**config.mk**
```make
export PLATFORM = sky130hd
export DESIGN_NAME = otter_pc_unit
export DESIGN_NICKNAME = d
export VERILOG_FILES = /design/src/rtl/otter_pc_unit.sv
export SDC_FILE = /design/constraint.sdc
export NUM_CORES = 1
export LEC_CHECK = 0
export CORE_MARGIN = 2
export CORE_UTILIZATION = 45
export DETAILED_ROUTE_END_ITERATION = 7
export PLACE_DENSITY = 0.81
export SLEW_MARGIN = 40
export SYNTH_ARGS = -nofsm -noshare
export SYNTH_HDL_FRONTEND = slang
export SYNTH_SLANG_ARGS = --single-unit
```
**constraint.sdc**
```tcl
create_clock -name clk -period 5.6 [get_ports clk]
set_input_delay 0.56 -clock clk [delete_from_list [all_inputs] [get_ports clk]]
set_output_delay 0.56 -clock clk [all_outputs]
set_load 0.05 [all_outputs]
```
**src/rtl/otter_pc_unit.sv**
```systemverilog
// Program-counter unit: next-PC selection, sticky misaligned-target capture and
// a circular return-address stack. Define OTTER_RVC_EN for 2-byte alignment.
module otter_pc_unit #(
  parameter int              XLEN      = 32,
  parameter logic [XLEN-1:0] RESET_VEC = '0,
  parameter int              RAS_DEPTH = 4
) (
  input  logic            clk,
  input  logic            rst_n,
  input  logic            advance,
  input  logic [2:0]      pc_sel,
  input  logic            br_taken,
  input  logic [XLEN-1:0] rs1,
  input  logic [XLEN-1:0] i_imm,
  input  logic [XLEN-1:0] b_imm,
  input  logic [XLEN-1:0] j_imm,
  input  logic [XLEN-1:0] mtvec,
  input  logic [XLEN-1:0] mepc,
  input  logic            is_call,
  input  logic            is_ret,
  input  logic            misalign_ack,
  output logic [XLEN-1:0] pc,
  output logic [XLEN-1:0] pc_plus4,
  output logic            misalign,
  output logic [XLEN-1:0] bad_addr,
  output logic [XLEN-1:0] ras_top,
  output logic            ras_empty
);

  localparam int PW = (RAS_DEPTH > 1) ? $clog2(RAS_DEPTH) : 1;
  localparam int CW = PW + 1;
  localparam logic [CW-1:0] DEPTH_C = CW'(RAS_DEPTH);
  localparam logic [CW-1:0] CNT_ONE = CW'(1);
  localparam logic [PW-1:0] PTR_ONE = PW'(1);

  localparam logic [2:0] SEL_SEQ  = 3'd0;
  localparam logic [2:0] SEL_JAL  = 3'd1;
  localparam logic [2:0] SEL_BR   = 3'd2;
  localparam logic [2:0] SEL_JALR = 3'd3;
  localparam logic [2:0] SEL_TRAP = 3'd4;
  localparam logic [2:0] SEL_MRET = 3'd5;

  localparam logic [XLEN-1:0] FOUR   = XLEN'(4);
  localparam logic [XLEN-1:0] MASK_1 = ~XLEN'(1);
  localparam logic [XLEN-1:0] MASK_3 = ~XLEN'(3);

  logic [XLEN-1:0] pc_q, pc_d;
  logic            misalign_q, misalign_d;
  logic [XLEN-1:0] bad_q, bad_d;
  logic [XLEN-1:0] stack_q [RAS_DEPTH];
  logic [PW-1:0]   top_q, top_d;
  logic [CW-1:0]   cnt_q, cnt_d;

  logic [XLEN-1:0] jal_tgt, br_tgt, jalr_tgt, trap_tgt;
  logic [XLEN-1:0] next_pc;
  logic            tgt_checked;
  logic            viol;
  logic            ras_push, ras_pop;
  logic            wr_en;
  logic [PW-1:0]   wr_idx;

  assign pc_plus4 = pc_q + FOUR;
  assign jal_tgt  = pc_q + j_imm;
  assign br_tgt   = pc_q + b_imm;
  assign jalr_tgt = (rs1 + i_imm) & MASK_1;
  assign trap_tgt = mtvec & MASK_3;

  always_comb begin
    next_pc     = pc_plus4;
    tgt_checked = 1'b0;
    case (pc_sel)
      SEL_JAL: begin
        next_pc     = jal_tgt;
        tgt_checked = 1'b1;
      end
      SEL_BR: begin
        if (br_taken) begin
          next_pc     = br_tgt;
          tgt_checked = 1'b1;
        end
      end
      SEL_JALR: begin
        next_pc     = jalr_tgt;
        tgt_checked = 1'b1;
      end
      SEL_TRAP: next_pc = trap_tgt;
      SEL_MRET: next_pc = mepc;
      default:  next_pc = pc_plus4;
    endcase
  end

`ifdef OTTER_RVC_EN
  assign viol = tgt_checked & next_pc[0];
`else
  assign viol = tgt_checked & (|next_pc[1:0]);
`endif

  // A new violation always re-arms capture when the flag is being acked in
  // the same cycle; otherwise the first offending target is preserved.
  always_comb begin
    pc_d       = pc_q;
    misalign_d = misalign_q;
    bad_d      = bad_q;
    if (advance) begin
      pc_d = next_pc;
      if (viol) begin
        misalign_d = 1'b1;
        if (!misalign_q || misalign_ack) bad_d = next_pc;
      end else if (misalign_ack) begin
        misalign_d = 1'b0;
      end
    end
  end

  assign ras_push = advance & is_call & ((pc_sel == SEL_JAL) | (pc_sel == SEL_JALR));
  assign ras_pop  = advance & is_ret & (pc_sel == SEL_JALR) & (cnt_q != '0);

  // Pop+push collapses into an in-place overwrite of the current top entry.
  always_comb begin
    top_d  = top_q;
    cnt_d  = cnt_q;
    wr_en  = 1'b0;
    wr_idx = top_q;
    if (ras_push && ras_pop) begin
      wr_en  = 1'b1;
      wr_idx = top_q;
    end else if (ras_push) begin
      wr_en  = 1'b1;
      wr_idx = top_q + PTR_ONE;
      top_d  = top_q + PTR_ONE;
      cnt_d  = (cnt_q == DEPTH_C) ? cnt_q : cnt_q + CNT_ONE;
    end else if (ras_pop) begin
      top_d = top_q - PTR_ONE;
      cnt_d = cnt_q - CNT_ONE;
    end
  end

  always_ff @(posedge clk or negedge rst_n) begin
    if (!rst_n) begin
      pc_q       <= RESET_VEC;
      misalign_q <= 1'b0;
      bad_q      <= '0;
      top_q      <= '0;
      cnt_q      <= '0;
      for (int i = 0; i < RAS_DEPTH; i++) stack_q[i] <= '0;
    end else begin
      pc_q       <= pc_d;
      misalign_q <= misalign_d;
      bad_q      <= bad_d;
      top_q      <= top_d;
      cnt_q      <= cnt_d;
      if (wr_en) stack_q[wr_idx] <= pc_plus4;
    end
  end

  assign pc        = pc_q;
  assign misalign  = misalign_q;
  assign bad_addr  = bad_q;
  assign ras_empty = (cnt_q == '0);
  assign ras_top   = ras_empty ? '0 : stack_q[top_q];

endmodule

```
# After elaboration in Yosys (flattened, before gate mapping)
# Index checks and enable logic that the tools add are counted.
# W data, S select, Z words.
[op_classes]
n_bitwise = 10
n_mux = 22
n_eq_ne = 7
n_reduce_logical = 14
n_lt_le_gt_ge = 3
n_addsub = 8
[op_table]
columns = ["op", "count"]
rows = [
  ["$mux W32", 5],
  ["$pmux W32 S5", 1],
  ["$bwmux W128", 1],
  ["$add A32 B32 Y32", 3],
  ["$bmux W32 S2", 1],
  ["$demux W32 S2", 1],
  ["$add A32 B3 Y32 const B", 1],
  ["$eq A3 B3 Y1 const B", 3],
  ["$mux W3", 3],
  ["$mux W2", 4],
  ["$and A1 B1 Y1", 6],
  ["$eq A3 B2 Y1 const B", 2],
  ["$ge A3 B3 Y1 const B", 2],
  ["$not A2 Y3", 2],
  ["$reduce_and A3 Y1", 2],
  ["$mux W1", 5],
  ["$reduce_and A2 Y1", 2],
  ["$reduce_bool A2 Y1", 2],
  ["$reduce_or A2 Y1", 2],
  ["$add A3 B1 Y3 const B", 1],
  ["$eq A3 B1 Y1 const B", 1],
  ["$logic_not A3 Y1", 1],
  ["$lt A3 B1 Y1 const B", 1],
  ["$reduce_bool A3 Y1", 1],
  ["10 further kinds", 11],
]
[word_totals]
register_bits = 198
wordCells = 73

# Logic depth before layout (Yosys ltp)
# Gate-level depths: netlist of run 1.
[depth]
ltp_word = 11
mapped_depth = 15
depth_no_buf = 12

# Least setup slack after synthesis of run 1
# No wires, ideal clock.
[synth_path]
path_kind = "register to register"
from = "register pc_q[0], in the netlist pc[0]"
to = "register pc_q[20], in the netlist pc[20]"
setup_slack_ns = 2.322
arrival_time_ns = 3.141
setup_ns = 0.137
period_less_slack_ns = 3.278
path_stages_with_launch = 12
cell_sequence = "dfrtp_1 ha_1 inv_1 fa_1 nand2b_1 a211oi_1 o2111ai_1 o21ai_0 a21oi_1 xnor2_1 a2111oi_4 a21oi_1"
[synth_via]
elab_chain_len = 3
word_cells_on_any_way = 5
[synth_lines]
columns = ["item", "line", "text"]
rows = [
  ["from (decl)", "47", "logic [XLEN-1:0] pc_q, pc_d;"],
  ["from (signal assigned)", "147", "pc_q <= pc_d;"],
  ["$add A32 B3 Y32 / $add A32 B32 Y32 (equally long branches)", "62, 64", ""],
  ["$mux W32", "77", "if (br_taken) begin"],
  ["$pmux W32 S5 (*)", "71", "case (pc_sel)"],
]
# Mark *: on every way between the ends. The rest lies on a longest branch, timed or not.
# A chain may end at the register's enable or synchronous reset.

# Worst setup path after layout of run 1
[layout_path]
from = "register pc_q[2], in the netlist pc[2]"
to = "output port pc_plus4[30]"
[layout_via]
elab_chain_len = 1
[layout_lines]
columns = ["item", "line", "text"]
rows = [
  ["$add A32 B3 Y32", "62", "assign pc_plus4 = pc_q + FOUR;"],
  ["to (decl)", "23", "output logic [XLEN-1:0] pc_plus4,"],
]
# Every way passes these cells.

==> results of run 1 <==
==> metal layers <==
layer | vias up | share of wire (%)
li1 | 7393 | -
met4 | 2 | 3.9
met5 | - | 0.028
met3 | 126 | 8.6
met1 | 7811 | 40
met2 | 865 | 47
==> state kept, by name, indices dropped and copies added, names as in the netlist <==
| register | flops |
|---|---|
| pc | 32 |
| misalign | 1 |
| top_q | 2 |
| stack_q | 128 |
| bad_addr | 32 |
| cnt_q | 3 |
==> worst max-delay path, cell delays in order (launching register included) <==
cell and delay [ns]:
dfrtp_1 0.58, ha_1 0.31, nand3_1 0.25, nor3_1 0.64, nand2_1 0.15, xor2_1 0.71
inv_1 0.08, clkdlybuf4s50_1 0.72
==> Yosys cell counts (31+ instances only) <==
cell type,instances,area (µm²)
xor2_1,37,324
nand3_1,48,240
a21o_1,39,293
a21oi_1,217,1090
a31oi_1,34,213
inv_1,64,240
o21ai_0,105,526
nor3_1,31,155
mux4_2,32,721
nand2_1,168,631
nor2b_1,45,282
ha_1,95,1190
clkbuf_1,74,278
xnor2_1,52,455
dfrtp_1,198,4950
nor2_1,203,762
mux2i_1,43,430
==> path summary, 6_finish.rpt <==
path / startpoint / end / slack (ns) / cells after the start
worst min-delay path: stack_q[9] / stack_q[9] / 0.48 / 2
worst max register to register: pc[0] / pc[28] / 1.70 / 11
worst max-delay path: pc[2] / pc_plus4[30] / 1.14 / 7
worst min register to register: stack_q[9] / stack_q[9] / 0.48 / 2
max in group asynchronous: rst_n / bad_addr[25] / 3.87 / 4
min in group asynchronous: rst_n / stack_q[102] / 0.53 / 2
==> cell families after synthesis <==
kind of cell	after synthesis	share of synthesized area [%]
flops	198	31.1
mux	98	8.85
compound gates	601	24.6
buf+inv	170	4.33
xor+xnor	89	4.89
simple gates	615	18.3
fa+ha+maj	99	7.96
==> power breakdown <==
group	switching [mW]	leakage (nW)	internal, mW
clock network	0.634	0.289	0.653
registers	0.594	2.38	2.05
logic	3.78	5.75	2.37
==> through the flow <==
stage          instances  utilization [%]  total power, mW  area [µm²]
2_1_floorplan       1870                -             6.71       15900
3_3_place_gp        2572             56.4             8.58       19600
3_5_place_dp        2572             56.5             8.72       19600
4_1_cts             2604             58.2             10.0       20200
5_1_grt             2606             58.4             10.6       20300
6_report            2606             58.4             10.1       20300
==> cell type report <==
cell class	instances	share of cell area, %
repair buffers	355	17.5
well taps	455	2.81
clock buffers	19	2.19
inverters	64	1.19
flip-flops and latches	198	24.5
multi-input cells	1502	51.0
clock inverters	13	0.803
==> timing repair <==
item | CTS | global route
hold buffers | 0 | 1
gates resized for setup | 0 | 0
setup endpoints to repair | 0 | 0
buffers inserted | 0 | 0
endpoints found under the hold margin | 0 | 23
==> flow_metrics.tcl, run 1 <==
set metrics [dict create \
    status "finished, final reports clean" \
    cts_root_buf "clkbuf_16" \
    tns_ns 0 \
    dpl_worst_slack_ns 1.27 \
    port-buffer-count 329 \
    arrival_ns 3.90 \
    total_leakage_power_nw 8.42 \
    ant_nets 0 \
    gp_congestion 0.975 \
    initial_core_util_pct 45.9 \
    die_h_um 192 \
    groute.usage.overall_pct 31.1 \
    end_kind "output pin" \
    netlist-cell-type-count 97 \
    setup_viol 0 \
    rsz0062_at_grt "no" \
    wl_per_cell_um 22.3 \
    cts_buffers 17 \
    cp-start-kind "flop" \
    die_w_um 192 \
    cts_sinks 198 \
    rows 68 \
    grt_pass1_vias 15600 \
    hold_path_class "reg -> reg" \
    worstPathRequired_ns 5.04 \
    routed_wl_mm 58.0 \
    grt_util_met2_pct 51.9 \
    tightest_slew_ns 0.860 \
    synth_nets 2171 \
    final-seq-area_um2 4960 \
    syn_area_per_cell_um2 8.52 \
    grt_start_max_net_pins 102 \
    path_clk_slew_ns 0.08 \
    drive_gt1_share_pct 7.90 \
    final_common_cell "clkdlybuf4s50_1" \
    synthCells 1870 \
    cts_tree "yes" \
    num-nets-final 2439 \
    final_cell_mix "clkdlybuf4s50_1 (326), a21oi_1 (217), nor2_1 (201), dfrtp_1 (197), nand2_1 (168)" \
    drv_cap 0 \
    grt_pass1_wl_mm 87.2 \
    multi_input_area_um2 10300 \
    hold_ws_ns 0.481 \
    netlist_area_um2 15900 \
    clk_path_buf_depth 2 \
    critPathKind "reg -> out" \
    slew_headroom_pct 42.5 \
    hpwl_mm 45.2 \
    synthFlopType "dfrtp_1" \
    n_antenna_cell 0 \
    gr-usage-met1_pct 40.4 \
    min_period_ns 4.46 \
    async_flop_share_pct 100 \
    finalMaxSlewViolations 0 \
    ys_warn_count 0 \
    vias 16200 \
    hold_viol 0 \
    vias_per_cell 6.22 \
    critical_path.max_fanout 10 \
    synth_edf_count 0 \
    groute.layer.met3.usage_pct 5.19 \
    layout.filler_cells 3052 \
    synth-seq-cells 198 \
    antenna_found_initial 1 \
    die_area_um2 36900 \
    grt_overflow 0 \
    ys_seq_area_share_pct 31.1 \
    io_pins 332 \
    powerDensity_nw_per_um2 498 \
    htreeDepth 4 \
    period_share_pct 79.6 \
    clock_skew_ns 0.0183 \
    max_freq_mhz 224 \
    area_delta_synth_final_pct 27.1 \
    worst_slack_ns 1.14 \
    drt-pass1-iter-count 5 \
    grt.busiest_layer "met2" \
    drt_iter0_drc 1547 \
    ir_drop_v 0.000512 \
    route.detailed.drc 0 \
    core-area_um2 34700 \
    clkLatencyLatePin_ns 0.46 \
]
Note: power is estimated with default switching activity, not from simulation.
==> run 2: changes to the inputs <==
--- a/config.mk
+++ b/config.mk
@@ -8,7 +8,7 @@
 export CORE_MARGIN = 2
 export CORE_UTILIZATION = 45
 export DETAILED_ROUTE_END_ITERATION = 7
-export PLACE_DENSITY = 0.81
+export PLACE_DENSITY = 0.84
 export SLEW_MARGIN = 40
 export SYNTH_ARGS = -nofsm -noshare
 export SYNTH_HDL_FRONTEND = slang
==> constraint.sdc (replaced) <==
create_clock -name clk -period 3.9 [get_ports clk]
set_input_delay 0.39 -clock clk [delete_from_list [all_inputs] [get_ports clk]]
set_output_delay 0.39 -clock clk [all_outputs]
set_load 0.05 [all_outputs]
==> run 2 against run 1 <==
  * Clock-buffer cell count is 1 lower
  * Routed wire length is 2.8% higher
  * Via count is 0.85% higher
  * Clock power is 38% higher
  * Flip-flop and latch count stayed put
  * Largest power group unchanged
  * Total power is 45% higher
  * Largest cell class unchanged
  * Global-route usage is 1.1 points higher
  * Non-clock buffer count is 62 higher
  * Sequential share of layout area is 0.48 points lower
  * Core utilization is 1.2 points higher
==> flow_metrics.tcl, run 2 (synthesized netlist as in run 1, its figures left out) <==
set metrics [dict create \
    die_area_um2 36900 \
    routed_wl_mm 59.7 \
    clock_skew_ns 0.0212 \
    period_share_pct 98.2 \
    gp_congestion 0.954 \
    r2r_end "bad_addr[25]" \
    r2r-start "pc[3]" \
    r2r_cells 9 \
    slowest_stage "clkdlybuf4s50_1" \
    groute.usage.overall_pct 32.2 \
    end_kind "output pin" \
    vias 16300 \
    seq_power_share_pct 25.1 \
    clk_path_buf_depth 2 \
    drt-pass1-iter-count 5 \
    hold_path_class "in -> reg" \
    combPwrFrac_pct 62.8 \
    total_leakage_power_nw 8.72 \
    htreeDepth 4 \
    crit_chain "nand2_1 -> or3_1 -> nor4_1 -> xnor2_1 -> inv_1 -> clkdlybuf4s50_1" \
    initial_core_util_pct 45.9 \
    max_stage_delay_ns 0.86 \
    placed_cells 2635 \
    final_common_cell "clkdlybuf4s50_1" \
    powerDensity_nw_per_um2 707 \
    switchingPower_mw 7.26 \
    grt_pass1_vias 16000 \
    rsz0062_at_grt "no" \
    clkLatencyLatePin_ns 0.46 \
    hpwl_mm 47.8 \
    grt_pass1_wl_mm 90.0 \
    io_pins 332 \
    min-delay-start "advance" \
    stdcell_count 2668 \
    largest_reg_flops 128 \
    tightest_slew_ns 0.824 \
    critPathKind "reg -> out" \
    cts_buffers 17 \
    path_clk_slew_ns 0.08 \
    worstPathRequired_ns 3.51 \
    arrival_ns 3.44 \
    grt_start_max_net_pins 121 \
    n_antenna_cell 0 \
    min_period_ns 3.83 \
    pwr-share-clk_pct 12.2 \
    max_freq_mhz 261 \
    cp-start-kind "flop" \
    ant_nets 0 \
    rows 68 \
    cts_root_buf "clkbuf_16" \
    setup_viol 0 \
    drt_iter0_drc 1380 \
    cts_tree "yes" \
    multi_input_area_um2 10300 \
    port-buffer-count 329 \
    die_w_um 192 \
    drive_gt1_share_pct 10.5 \
    netSwitchingFraction_pct 49.7 \
    drv_cap 0 \
    vias_per_cell 6.12 \
    worstHoldPathCells 2 \
    rrSetupSlack_ns 0.52 \
    route.detailed.drc 0 \
    cts_sinks 198 \
    largest-register "stack_q" \
    internal_power_mw 7.35 \
    core-area_um2 34700 \
    holdPathEnd "pc[15]" \
    final_cell_mix "clkdlybuf4s50_1 (324), a21oi_1 (217), nor2_1 (201), dfrtp_1 (197), nand2_1 (168)" \
    grt_overflow 0 \
    num-nets-final 2501 \
    status "finished, final reports clean" \
    fin_util_pct 59.5 \
    die_h_um 192 \
    slew_headroom_pct 44.6 \
    wl_per_cell_um 22.4 \
    finalMaxSlewViolations 0 \
    ir_drop_v 0.000770 \
    critical_path.max_fanout 8 \
    final-seq-area_um2 4960 \
    tns_ns 0 \
    hold_ws_ns 0.221 \
    layout.filler_cells 3007 \
    hold_viol 0 \
    post_cts_buffers 0 \
    area_delta_synth_final_pct 29.7 \
    antenna_found_initial 0 \
]
[run 2: power groups by stage]
stage               Clock, mW  Sequential (mW)  Combinational, mW
detailed placement          0             3.69               9.06
global placement            0             3.60               8.92
global route             1.86             3.76               9.74
floorplan                   0             4.20               5.44
finish                   1.78             3.66               9.17
CTS                      1.78             3.65               9.12
[run 2: final cells by class]
| cell class | count | share of cell area [%] |
|---|---|---|
| inverters | 64 | 1.16 |
| repair buffers | 417 | 19.3 |
| clock buffers | 18 | 2.13 |
| well taps | 455 | 2.76 |
| flip-flops and latches | 198 | 24.0 |
| multi-input cells | 1502 | 50.0 |
| clock inverters | 14 | 0.654 |
[run 2: routing by layer]
layer	global-route usage (%)	wire length, µm
met5	0	0
met2	53.3	27900
met1	42.3	24200
met3	5.30	5170
met4	12.4	2370
[run 2: what timing repair did]
item / 4_1_cts / 5_1_grt
hold buffers: 1 / 0
gates resized for setup: 0 / 3
setup endpoints to repair: 0 / 3
hold endpoints to repair: 92 / 0
[run 2: worst max-delay path by stage]
stage                   from           end  slack [ns]  cells past startpoint
finish                 pc[3]  pc_plus4[25]        0.07                      6
CTS                    pc[3]  pc_plus4[25]        0.14                      6
floorplan              pc[0]        pc[20]        0.62                     11
global placement    j_imm[0]  bad_addr[30]        0.25                     11
detailed placement  j_imm[0]  bad_addr[30]        0.19                     11
global route           pc[3]  pc_plus4[25]        0.02                      6
[run 2: worst max-delay path, delay by kind of cell (launching register included)]
kind	cells	cell delay (ns)
XOR/XNOR	1	0.28
buffers and inverters	2	1.14
AND/OR/NAND/NOR	3	1.02
flip-flops	1	0.53
[run 2: through the flow]
stage	cell area (µm²)	setup slack, ns	power, mW
floorplan	15900	0.622	9.64
global placement	20100	0.252	12.5
detailed placement	20100	0.193	12.7
CTS	20600	0.144	14.5
global route	20700	0.0236	15.4
finish	20700	0.0687	14.6
